[src/rtl/csr_arb.sv]
// csr_arb: round-robin arbiter placing N_REQ single-transaction requesters
// onto one CSR slave port (addr/be/wr_data/wr_en/rd_data).
//
// Ports
//   clk, rst_n      : clock; synchronous active-low reset
//   req_i           : per-requester level request
//   req_we_i        : per-requester 1 = write, 0 = read
//   req_addr_i      : flattened addresses, requester k at [k*A_WIDTH +: A_WIDTH]
//   req_be_i        : flattened byte enables
//   req_wr_data_i   : flattened write data
//   ack_o           : one-cycle completion pulse, at most one bit set
//   rd_data_o       : captured read data, valid in a read-ack cycle
//   csr_addr_o, csr_be_o, csr_wr_data_o, csr_wr_en_o : CSR master outputs
//   csr_rd_data_i   : CSR read data, valid RD_LATENCY cycles after address
//   dbg_state       : current FSM state (IDLE=0, WR=1, RD=2, RACK=3)
//
// Handshake: requester k raises req_i[k] with stable attributes and holds them
// until it sees ack_o[k]; req_i[k] still high in the cycle after the ack is a
// new transaction. A grant is never revoked, so ack follows even if req_i drops.
module csr_arb #(
  parameter int N_REQ      = 4,
  parameter int A_WIDTH    = 10,
  parameter int D_WIDTH    = 16,
  parameter int BE_WIDTH   = 2,
  parameter int RD_LATENCY = 2
) (
  input  logic                   clk,
  input  logic                   rst_n,
  input  logic [N_REQ-1:0]       req_i,
  input  logic [N_REQ-1:0]       req_we_i,
  input  logic [N_REQ*A_WIDTH-1:0]  req_addr_i,
  input  logic [N_REQ*BE_WIDTH-1:0] req_be_i,
  input  logic [N_REQ*D_WIDTH-1:0]  req_wr_data_i,
  output logic [N_REQ-1:0]       ack_o,
  output logic [D_WIDTH-1:0]     rd_data_o,
  output logic [A_WIDTH-1:0]     csr_addr_o,
  output logic [BE_WIDTH-1:0]    csr_be_o,
  output logic [D_WIDTH-1:0]     csr_wr_data_o,
  output logic                   csr_wr_en_o,
  input  logic [D_WIDTH-1:0]     csr_rd_data_i,
  output logic [1:0]             dbg_state
);

  localparam int GW = $clog2(N_REQ);
  localparam int CW = 3;

  typedef enum logic [1:0] {
    IDLE = 2'd0,
    WR   = 2'd1,
    RD   = 2'd2,
    RACK = 2'd3
  } state_t;

  state_t          state, state_nxt;
  logic [GW-1:0]   last_grant;   // also identifies the in-flight requester
  logic [GW-1:0]   pick;
  logic [GW-1:0]   cand;
  logic            found;
  logic [CW-1:0]   cnt;
  logic            rd_done;

  assign dbg_state = state;
  assign rd_done   = (cnt == CW'(RD_LATENCY - 1));

  // Search starts one past the previous winner, so last_grant = N_REQ-1
  // after reset makes requester 0 the first candidate.
  always_comb begin
    found = 1'b0;
    pick  = last_grant;
    cand  = last_grant;
    for (int i = 1; i <= N_REQ; i++) begin
      cand = GW'((int'(last_grant) + i) % N_REQ);
      if (!found && req_i[cand]) begin
        found = 1'b1;
        pick  = cand;
      end
    end
  end

  always_comb begin
    state_nxt   = state;
    ack_o       = '0;
    csr_wr_en_o = 1'b0;
    case (state)
      IDLE: if (found) state_nxt = req_we_i[pick] ? WR : RD;
      WR: begin
        csr_wr_en_o = 1'b1;
        ack_o       = N_REQ'(1) << last_grant;
        state_nxt   = IDLE;
      end
      RD: if (rd_done) state_nxt = RACK;
      RACK: begin
        ack_o     = N_REQ'(1) << last_grant;
        state_nxt = IDLE;
      end
      default: state_nxt = IDLE;
    endcase
  end

  always_ff @(posedge clk) begin
    if (!rst_n) begin
      state <= IDLE;
    end else begin
      state <= state_nxt;
    end
  end

  // Attributes are captured only at grant, so the CSR address and byte
  // enables stay stable through the whole transaction, ack cycle included.
  always_ff @(posedge clk) begin
    if (!rst_n) begin
      last_grant    <= GW'(N_REQ - 1);
      csr_addr_o    <= '0;
      csr_be_o      <= '0;
      csr_wr_data_o <= '0;
      rd_data_o     <= '0;
      cnt           <= '0;
    end else begin
      case (state)
        IDLE: begin
          if (found) begin
            last_grant    <= pick;
            csr_addr_o    <= req_addr_i[int'(pick)*A_WIDTH +: A_WIDTH];
            csr_be_o      <= req_be_i[int'(pick)*BE_WIDTH +: BE_WIDTH];
            csr_wr_data_o <= req_wr_data_i[int'(pick)*D_WIDTH +: D_WIDTH];
            cnt           <= '0;
          end
        end
        RD: begin
          if (rd_done) begin
            rd_data_o <= csr_rd_data_i;
          end else begin
            cnt <= cnt + CW'(1);
          end
        end
        default: ;
      endcase
    end
  end

endmodule

[config.mk]
export PLATFORM = sky130hd
export DESIGN_NAME = csr_arb
export DESIGN_NICKNAME = d
export VERILOG_FILES = /design/src/rtl/csr_arb.sv
export SDC_FILE = /design/constraint.sdc
export NUM_CORES = 1
export LEC_CHECK = 0
export CORE_ASPECT_RATIO = 0.9
export CORE_MARGIN = 4
export CORE_UTILIZATION = 40
export CTS_CLUSTER_DIAMETER = 40
export CTS_CLUSTER_SIZE = 14
export DETAILED_ROUTE_END_ITERATION = 8
export PLACE_DENSITY = 0.87
export SETUP_SLACK_MARGIN = 0.02
export SYNTH_ARGS = -nofsm -noshare
export SYNTH_HDL_FRONTEND = slang
export SYNTH_SLANG_ARGS = --single-unit
[constraint.sdc]
create_clock -name clk -period 4.7 [get_ports clk]
set_input_delay 1.41 -clock clk [delete_from_list [all_inputs] [get_ports clk]]
set_output_delay 1.41 -clock clk [all_outputs]
set_load 0.01 [all_outputs]
==> key figures, run 1 <==
Worst setup path
  • Startpoint types: primary input
  • Crit. End Element: flop
  • Critical path fanouts, max: 33
  • Arrival @ worst endpoint: 3.94 ns
  • Crit path max-delay family: buffers and inverters
  • Crit Path Class: primary input to flop
  • Crit-path cells: clkdlybuf4s50_1 > mux4_2 > nand2b_4 > nand2_2 > xnor2_4 > buf_4 > mux2i_1 > a221oi_1
  • Worst EP required: 4.90 ns
  • Max stage delay on crit path: 0.52 ns
  • CP max-delay cell: mux4_2
  • WP buf/inv: 2

Clock network
  • TritonCTS clock tree: yes
  • CTS-repair resized insts: 0
  • Setup bufs post-CTS: 0
  • Clk slew on worst S/H paths: 0.09 ns
  • H-tree Lvls: 2
  • Clk_lat worst skew: 0.30 ns
  • Root Driver: clkbuf_8
  • CTS Sinks: 51
  • Total CTS buffers: 5
  • Post-CTS Hold Buffers: 0
  • Clock buffer depth: 2

Outcome
  • Status: completed

Synthesis
  • Post-Syn Nets: 456
  • Register area share after synthesis: 0.3393
  • Post-synth top area share: 0.3393
  • Area contributors post-synth: dfxtp_1 (34%), mux2i_1 (20%), a221oi_2 (6.0%)
  • Yosys reg bits: 51
  • Yosys top cell by area: dfxtp_1
  • Yosys warnings: 0
  • Largest family of logic cells by synthesized area: compound AO/OA/AOI/OAI gates
  • Synth Cell Area: 3009 um2
  • Compound-Gate Fraction of Synth Area: 0.2295
  • Syn avg cell area: 9.645 um2
  • Post-synthesis mux area share: 0.2262
  • Synth Instances: 312
  • Synth Area in Simple Gates: 0.1131
  • Xor/xnor share of the synthesized area: 0.008316
  • Adder-Cell Fraction of Synth Area: 0.02495
  • Netlist cell types: 39

Final layout
  • N_diodes: 0
  • Layout cell share with drive strength beyond 1: 0.07536
  • Layout area overhead: 66.44%
  • Leading cell type in the layout, fill and taps excluded: clkdlybuf4s50_1
  • Final #Nets: 634
  • Most frequent cells in the layout: clkdlybuf4s50_1 (188), mux2i_1 (59), dfxtp_1 (51), nand2_1 (43), o21ai_0 (33)
  • Fillers: 576

Timing
  • Worst rel slew slack: 0.3310
  • Slew Viols, Final: 0
  • Layout Skew: 0.004726 ns
  • Min Hold Slack: 0.4752 ns
  • Final Critical Period: 3.738 ns
  • Unrepaired setup endpoints after global routing: false
  • Final Hold Vio Count: 0
  • Final period utilization: 0.7954
  • Max Clk Rate: 267.5 MHz
  • Final setup TNS: 0 ns
  • Slew @ Worst Pin: 0.9998 ns
  • Setup Viol. Count Final: 0

Drt
  • Starting DRC count in detailed routing: 48
  • Final ANT Viol Nets: 0
  • Drt first pass iters: 4
  • Detailed-route via count: 3138
  • Average wire per standard cell: 17.68 um
  • Drt total wl: 10330 um
  • Vias per inst: 5.373
  • DR DRC count: 0

Die
  • Die Y: 90.29 um
  • Cell Rows: 29
  • Starting Density: 0.4188
  • Die extent in x: 99.43 um
  • Core Box Area: 7184 um2
  • DIE AREA: 8977 um2
  • # IOs: 189

Power
  • Internal power: 0.001709 W
  • Leak: 2.012 nW
  • VDD IR-drop max: 0.3811 mV
  • Combinational fraction of design power: 0.687
  • Clk network pwr share: 0.082
  • P_sw: 0.001290 W
  • Reg power frac: 0.231
  • Sw Ratio: 0.4301
  • PwrDens: 598.7 nW/um2

Placed design
  • Detailed placement HPWL: 8049 um
  • Routability cong.: 0.8766
  • I/O Buffers: 188

Global route
  • Pin count of the biggest net entering global routing: 34
  • First-pass GRT wire length: 16120 um
  • Initial antenna violation count: 0
  • Vias in the first global route: 3285
  • Grt ovf: 0
  • Overall routing resource usage: 0.2207

Flow run
  • Max-cap violations: 0

Hold path
  • Hold Path Class: flop to flop
## registers in the layout, summed over array words and instances (netlist names)
register / flops
cnt: 3
csr_addr_o: 10
rd_data_o: 16
last_grant: 2
dbg_state: 2
csr_be_o: 2
csr_wr_data_o: 16
## area by class of cell
type	instances	area, um2	area share
Timing Repair Buffer	195	1947	0.3887
Multi-Input combinational cell	233	1828	0.3650
Sequential cell	51	1021	0.2038
Tap cell	93	116.4	0.02323
Clock buffer	7	76.32	0.01524
Inverter	4	15.01	0.002998
Clock inverter	1	5.005	0.0009993
## synthesized netlist by cell type
cell	n
xnor2_2	1
nand2b_1	2
nand3_1	2
or4_1	1
clkbuf_1	10
o22ai_1	1
o2bb2ai_1	1
a21boi_0	16
nor3_1	1
mux4_2	3
buf_4	4
inv_1	3
buf_2	3
mux2i_1	59
and2_1	7
or3b_2	1
a221oi_2	12
a21oi_1	4
a221oi_1	16
o21ai_2	1
dfxtp_1	51
nand2_1	43
or3_1	1
o21ai_0	33
and3_1	2
buf_6	7
o22a_1	1
a211oi_1	2
xnor2_1	1
nand2b_4	1
nor2_1	4
nand2_2	1
nor2_2	1
nor4_1	1
mux2_2	2
a311oi_1	2
clkinv_1	1
ha_1	6
nor2b_1	4
## through the flow
step	utilization	setup WS, ns	cells	power [W]	cell area [um2]
2_1_floorplan	-	1.544	312	0.002141	3009
3_3_place_gp	0.6858	0.8215	576	0.002706	4927
3_5_place_dp	0.6858	0.6533	576	0.002761	4927
4_1_cts	0.6971	0.9914	584	0.003017	5009
5_1_grt	0.6971	0.8288	584	0.003205	5009
6_report	0.6971	0.9617	584	0.002999	5009
## layer usage
layer / part of all wire / GRT usage / vias to the layer above / wire length [um]
li1: - / - / 1504 / -
met1: 0.37 / 0.2338 / 1485 / 3782
met2: 0.53 / 0.4094 / 123 / 5475
met3: 0.074 / 0.06178 / 26 / 763
met4: 0.029 / 0.08191 / 0 / 304
met5: 0 / 0 / - / 0
## final timing paths
kind                         startpoint                         to  slack [ns]  cells past startpoint
max                            req_i[3]   csr_be_o[1]$_SDFFE_PN0P_        0.96                      8
min reg2reg   rd_data_o[3]$_SDFFE_PN0P_  rd_data_o[3]$_SDFFE_PN0P_        0.48                      2
max reg2reg  last_grant[0]$_SDFFE_PN1P_   csr_be_o[1]$_SDFFE_PN0P_        1.65                     10
min           rd_data_o[3]$_SDFFE_PN0P_  rd_data_o[3]$_SDFFE_PN0P_        0.48                      2
## cells by family (layout without fill, tap and decap cells)
family / after synthesis / after routing
AOI/OAI and AO/OA: 89 / 89
xor gates and xnor gates: 2 / 2
adders and majority gates: 6 / 6
buffers and inverters: 28 / 207
DFF: 51 / 51
muxes: 64 / 64
and+or+nand+nor: 72 / 72
## power by group through the flow
| stage | Combinational [W] | Sequential, W | Clock (W) |
|---|---|---|---|
| 5_1_grt | 0.00222 | 0.000710 | 0.000277 |
| 4_1_cts | 0.00207 | 0.000693 | 0.000255 |
| 2_1_floorplan | 0.00139 | 0.000750 | 0 |
| 3_5_place_dp | 0.00206 | 0.000696 | 0 |
| 6_report | 0.00206 | 0.000694 | 0.000246 |
| 3_3_place_gp | 0.00201 | 0.000693 | 0 |
## tightest hold or removal path, delay by kind of cell (launching register included)
kind               cells  cell delay, ns
DFF                    1            0.32
and+or+nand+nor        1            0.05
AOI/OAI and AO/OA      1            0.07
(Power assumes the default switching activity.)
==> inputs of run 2 (changes only) <==
- CORE_UTILIZATION: 40 -> 34
- PLACE_DENSITY: 0.87 -> 0.78
- clock period: 4.7 -> 3.2 ns (I/O delays scaled with it)
==> key figures, run 2 (synthesis gave the netlist of run 1 again) <==
Drt
  • Drt first pass iters: 4
  • Wire length on met1: 4022 um
  • Vias per inst: 5.090
  • Met3 WL: 554 um
  • DR DRC count: 0
  • Average wire per standard cell: 16.41 um
  • Top sig layer: met4
  • DR WL met2: 5435 um
  • Final ANT Viol Nets: 0
  • Detailed-route via count: 3181
  • Starting DRC count in detailed routing: 99
  • Drt total wl: 10260 um

Worst setup path
  • Startpoint types: primary input
  • Worst EP required: 3.40 ns
  • Crit Path Class: primary input to flop
  • Crit. End Element: flop
  • Critical path fanouts, max: 16
  • Arrival @ worst endpoint: 3.22 ns

Global route
  • Vias in the first global route: 3380
  • First-pass GRT wire length: 16300 um
  • Initial antenna violation count: 0
  • Pin count of the biggest net entering global routing: 32
  • Grt ovf: 0
  • Overall routing resource usage: 0.1916

Clock network
  • TritonCTS clock tree: yes
  • CTS-repair resized insts: 0
  • Total CTS buffers: 5
  • CTS Sinks: 51
  • H-tree Lvls: 2
  • Clk_lat worst skew: 0.30 ns
  • Post-CTS Hold Buffers: 0
  • Clk slew on worst S/H paths: 0.09 ns
  • Root Driver: clkbuf_8
  • Setup bufs post-CTS: 0
  • Clock buffer depth: 2

Power
  • PwrDens: 911.9 nW/um2
  • Clk network pwr share: 0.099
  • Internal power: 0.002824 W
  • Leak: 2.116 nW
  • Combinational fraction of design power: 0.687
  • Reg power frac: 0.214
  • Pwr Total: 0.004767 W
  • P_sw: 0.001943 W
  • Sw Ratio: 0.4077
  • VDD IR-drop max: 0.4274 mV

Die
  • DIE AREA: 10420 um2
  • Cell Rows: 32
  • Core Box Area: 8608 um2
  • Die extent in x: 107.2 um
  • Starting Density: 0.3496
  • Die Y: 97.25 um
  • # IOs: 189

Placed design
  • Routability cong.: 0.8498
  • Placed cells: 617
  • Detailed placement HPWL: 8209 um
  • Pre-CTS setup slack: -0.09987 ns
  • Area after DPL: 5110 um2
  • I/O Buffers: 188

Outcome
  • Status: completed

Final layout
  • Most frequent cells in the layout: clkdlybuf4s50_1 (188), mux2i_1 (59), dfxtp_1 (51), nand2_1 (43), o21ai_0 (33)
  • Leading cell type in the layout, fill and taps excluded: clkdlybuf4s50_1
  • Final instance area: 5228 um2
  • Final #Nets: 649
  • Non-Filler Instances: 625
  • N_diodes: 0
  • Top Registers: csr_wr_data_o: 16 flops, rd_data_o: 16 flops, csr_addr_o: 10 flops
  • Layout cell share with drive strength beyond 1: 0.1067
  • Layout area overhead: 73.72%

Flow run
  • Max-cap violations: 0

Timing
  • Slew @ Worst Pin: 1.038 ns
  • Slew Viols, Final: 0
  • Setup Viol. Count Final: 0
  • Min Hold Slack: 0.4644 ns
  • Worst rel slew slack: 0.3056
  • Layout Skew: 0.005751 ns
  • Final Hold Vio Count: 0
  • Final period utilization: 0.9430
  • Max Clk Rate: 331.4 MHz
  • Final Critical Period: 3.018 ns
  • Unrepaired setup endpoints after global routing: false
  • Final setup margin: 0.1825 ns

Hold path
  • Hold Path Class: flop to flop
==> run 2: cell types whose count changed in the layout (fill, tap and decap cells not counted) <==
cell and delta:
bufinv_16 +1, clkbuf_8 +1, buf_4 +12, buf_12 +3
clkbuf_1 -2
==> run 2: critical path: stages <==
cell and delay (ns):
clkdlybuf4s50_1 0.47, mux4_2 0.54, nand2b_4 0.17, buf_4 0.14, a21oi_1 0.15, o21ai_2 0.10, and2_1 0.18, buf_4 0.20
a221oi_1 0.31
==> run 2: power by group through the flow <==
stage                     combinational (W)  sequential [W]  clock [W]
after detailed placement            0.00330         0.00103          0
after global routing                0.00353         0.00105   0.000503
after floorplan                     0.00204         0.00110          0
after global placement              0.00325         0.00102          0
final                               0.00328         0.00102   0.000470
after CTS                           0.00331         0.00102   0.000484
==> run 2: final cells by class <==
class	count	area [um2]
fill	766	3381
timing repair buffer	210	2097
sequential	51	1021
clock inverter	2	35.03
clock buffer	6	82.58
inverter	4	15.01
tap	119	148.9
multi-input combinational	233	1828
==> run 2: path summary, 6_finish.rpt <==
path,from,endpoint,slack [ns],depth (start not counted)
setup / recovery,req_i[1],csr_addr_o[9]$_SDFFE_PN0P_,0.18,9
hold / removal,rd_data_o[14]$_SDFFE_PN0P_,rd_data_o[14]$_SDFFE_PN0P_,0.46,2
setup reg to reg,last_grant[1]$_SDFFE_PN1P_,csr_addr_o[9]$_SDFFE_PN0P_,0.50,9
hold reg to reg,rd_data_o[14]$_SDFFE_PN0P_,rd_data_o[14]$_SDFFE_PN0P_,0.46,2
==> run 2: through the flow <==
step,setup TNS (ns),util
2_1_floorplan,0,-
3_3_place_gp,-1.011,0.5936
3_5_place_dp,-1.449,0.5936
4_1_cts,0,0.6073
5_1_grt,0,0.6073
6_report,0,0.6073
==> run 2: metal layers <==
layer / global-route usage / up-vias
met5: 0 / -
met3: 0.04186 / 18
li1: - / 1539
met2: 0.3535 / 119
met1: 0.2123 / 1505
met4: 0.06883 / 0
==> RTL edit 1 (flow settings as in run 1) <==
`A_WIDTH`: 10 -> 20.
--- a/src/rtl/csr_arb.sv
+++ b/src/rtl/csr_arb.sv
@@ -19,7 +19,7 @@
 // new transaction. A grant is never revoked, so ack follows even if req_i drops.
 module csr_arb #(
   parameter int N_REQ      = 4,
-  parameter int A_WIDTH    = 10,
+  parameter int A_WIDTH    = 20,
   parameter int D_WIDTH    = 16,
   parameter int BE_WIDTH   = 2,
   parameter int RD_LATENCY = 2
Ports: changed (resized csr_addr_o and req_addr_i); port bits go from 189 to 239. No check against the original RTL was run, so the function may have changed too.
==> RTL edit 1 against run 1 <==
- synthesized area rose by 37%
- design area rose by 36%
- synthesized cell count increased by 42%
- power is 12% higher
- sequential cell count rose by 10
- routed wire length up 38%
- non-clock buffer count is 50 higher
- critical path depth did not move
- worst setup slack better by 82 ps
- clock power grew to 2.7 times the old value
- critical path type unchanged
- largest cell class is now multi-input gates
- highest routed layer unchanged
==> RTL edit 1: results <==
[outcome]
status = "finished, final reports clean"

[final_layout]
largestRegisters = "csr_addr_o x20, csr_wr_data_o x16, rd_data_o x16"
drive_gt1_share_pct = 14.07
fin_nets = 840
nFillCells = 778

[placement]
dp_cells = 771
routabilityCongestion = 0.8925
hpwl_um = 11000
port_buffers = 238

[synth]
synthAdderAreaFrac_pct = 1.821
synthMuxAreaShare_pct = 23.00
synth_area_per_cell_um2 = 9.285
synthTopCellsByArea = "dfxtp_1, mux2i_1, o311ai_2"
synth-xor-area-share_pct = 0.2124
yosysSeqAreaShare_pct = 29.62
yosysUniqueCellTypes = 47
synth-compound-area-share_pct = 20.70
ys_top_cells_by_count = "nand3_1, dfxtp_1, mux2i_1"
syn_nets = 628

[worst_setup_path]
path_max_fanout = 76
critPathArrivalTime_ps = 3850

[sta]
tightest_slew_ps = 918.5
fin_skew_ps = 10.42

[clock_tree]
clk_path_buf_depth = 2
cts_resized = 0
path_clk_slew_ps = 50
clockRootBuffer = "clkbuf_16"
cts_htree_levels = 3
cts_made_buffers = 9
clock_latency_ps = 330

[global_route]
grt_first_pass_wirelength_um = 21800
grt_start_max_net_pins = 77
grt_usage_pct = 22.53

[detailed_routing]
vias_per_cell = 5.497
routed_wl_um = 14290
via_count = 4326
first_iter_violations = 132

[power]
peakVddDrop_mv = 0.3352
power_leakage_nw = 2.540
==> RTL edit 1: cells by family after synthesis <==
| family | Yosys count |
|---|---|
| AO/OA/AOI/OAI | 86 |
| XOR/XNOR | 1 |
| adder cells (fa/ha/maj) | 6 |
| buffers and inverters | 52 |
| flip-flops | 61 |
| multiplexers | 89 |
| AND/OR/NAND/NOR | 149 |
==> RTL edit 1: cell type report <==
cell class	instances	area [um2]	area share, %
clock buffer	10	239.0	3.512
tap	126	157.7	2.317
timing repair buffer	245	2467	36.26
multi-input combinational	331	2628	38.61
clock inverter	6	62.56	0.9193
inverter	8	30.03	0.4413
sequential	61	1221	17.94
==> RTL edit 1: power breakdown <==
group	leakage, nW	internal, W	total (W)	switching, W
Combinational	1.90	0.000960	0.00197	0.00101
Sequential	0.501	0.000649	0.000747	0.0000979
Clock	0.140	0.000422	0.000658	0.000235
==> RTL edit 1: critical path, cell delays in order <==
cell             delay [ps]
clkdlybuf4s50_1         600
mux2_4                  370
o211a_1                 280
nor2_4                  110
buf_12                  370
mux2_1                  410
nand3_1                 110
o311ai_2                110
==> RTL edit 1: path summary, 6_finish.rpt <==
kind | from | endpoint | slack, ps | depth (start not counted)
min | rd_data_o[2] | rd_data_o[2] | 450 | 2
min reg2reg | rd_data_o[2] | rd_data_o[2] | 450 | 2
max | req_i[0] | csr_addr_o[17] | 1040 | 8
max reg2reg | last_grant[0] | dbg_state[0] | 1150 | 9
==> RTL edit 1: routing by layer <==
layer  track usage (%)  part of all wire [%]  vias up
li1                  -                     -     2082
met1             24.88                    38     2035
met2             41.49                    53      190
met3             5.934                   7.8       19
met4             6.706                   1.8        0
met5                 0                     0        -
==> RTL edit 1: through the flow <==
step                instance area [um2]  setup slack (ps)
detailed placement                 6504             739.2
finish                             6805              1044
floorplan                          4123              1711
global route                       6805             789.4
CTS                                6805              1066
global placement                   6504             832.2
==> RTL edit 2 (settings of run 1) <==
Without the edit above. Reset style: asynchronous (`rst_n`), changed in 2 clocked blocks. Comments in the files are not updated.
--- a/src/rtl/csr_arb.sv
+++ b/src/rtl/csr_arb.sv
@@ -97,7 +97,7 @@
     endcase
   end
 
-  always_ff @(posedge clk) begin
+  always_ff @(posedge clk or negedge rst_n) begin
     if (!rst_n) begin
       state <= IDLE;
     end else begin
@@ -107,7 +107,7 @@
 
   // Attributes are captured only at grant, so the CSR address and byte
   // enables stay stable through the whole transaction, ack cycle included.
-  always_ff @(posedge clk) begin
+  always_ff @(posedge clk or negedge rst_n) begin
     if (!rst_n) begin
       last_grant    <= GW'(N_REQ - 1);
       csr_addr_o    <= '0;
Check against the original RTL: differs if rst_n is asserted again (counterexample within 4 cycles, from zero or initial values and one cycle with rst_n low); with rst_n held inactive, the same outputs for 4 cycles.
==> RTL edit 2 against run 1 <==
- critical path depth did not move
- synthesized area up 7.7%
- power rose by 9.2%
- routed wire length is 7.2% lower
- design area rose by 4.1%
- sequential share of layout area increased by 4.1 points
- worst setup slack better by 190 ps
- clock power increased by 8.5%
- worst hold slack gained 40 ps
- sequential cell count stayed put
- largest cell class unchanged
- highest routed layer unchanged
==> RTL edit 2: results <==
[power]
power_leakage_nw = 2.145
peakVddDrop_mv = 0.4219

[final_layout]
nMultiInputCombCells = 227
multiInputGateArea_um2 = 1782
final_cell_area_um2 = 5216
area_share_clock_buf_inv_pct = 1.895
drive_gt1_share_pct = 8.471
nClkBuffers = 6
final_cells = 580
fin_nets = 627

[synth]
synth-compound-area-share_pct = 13.32
ys_top_cells_by_count = "mux2i_1, dfrtp_1, nor2_1"
synth-xor-area-share_pct = 0.2703
synthAdderAreaFrac_pct = 2.317
yosysSeqAreaShare_pct = 39.46
synthFlopType = "dfrtp_1"
synthTopCellsByArea = "dfrtp_1, mux2i_1, a221o_1"
synthMuxAreaShare_pct = 25.10

[detailed_routing]
vias_per_cell = 5.293
first_iter_violations = 113
routed_wl_um = 9581
drt_pass1_iterations = 4

[hold_path]
min_from = "rd_data_o[0]"
hold_depth = 1

[sta]
hold_slack_ps = 514.8
tightest_slew_ps = 1095

[worst_setup_path]
worstSetupEndpoint = "dbg_state[1]"
r2r_end = "csr_wr_data_o[7]"
cp-startpoint = "req_i[1]"
reg2reg_slack_ps = 1630
r2r-start = "last_grant[0]"
critPathArrivalTime_ps = 3740
path_max_fanout = 58

[global_route]
grt_usage_pct = 19.09
grt_start_max_net_pins = 59
grt_pass1_vias = 3119
grt_first_pass_wirelength_um = 14610

[placement]
postPlaceCellArea_um2 = 5117
pre_cts_slack_ps = 852.0
hpwl_um = 7673
routabilityCongestion = 0.7912
dp_cells = 572

[die]
fp.coreArea_um2 = 7695

[outcome]
status = "finished, final reports clean"

[clock_tree]
cts_made_buffers = 5
[RTL edit 2: cell count changes after synthesis, moves of 5 or more]
cell,before,now
dfxtp_1,51,0
dfrtp_1,0,49
nand2_1,43,5
nor2_1,4,35
a221o_1,0,29
nor3_1,1,30
o21ai_0,33,4
a21boi_0,16,0
a221oi_1,16,0
mux2_2,2,18
a221oi_2,12,0
buf_2,3,14
nand2b_1,2,7
[RTL edit 2: power breakdown]
part           total (W)  switching (W)  internal [W]
sequential      0.000841       0.000167      0.000673
clock           0.000267       0.000146      0.000120
combinational    0.00217        0.00103       0.00114
total            0.00328        0.00134       0.00194
[RTL edit 2: critical path: stages]
cell	delay, ps
clkdlybuf4s50_1	670
nor3b_1	250
o211ai_1	130
a32o_1	290
nand3_2	50
buf_4	470
mux2i_1	320
o21ai_1	90
[RTL edit 2: routing by layer]
layer	GRT usage, %	share of wire [%]	routed length (um)
met2	34.41	49	4738
met1	21.41	38	3637
met4	5.933	2.1	198
met5	0	0	0
met3	5.667	11	1007
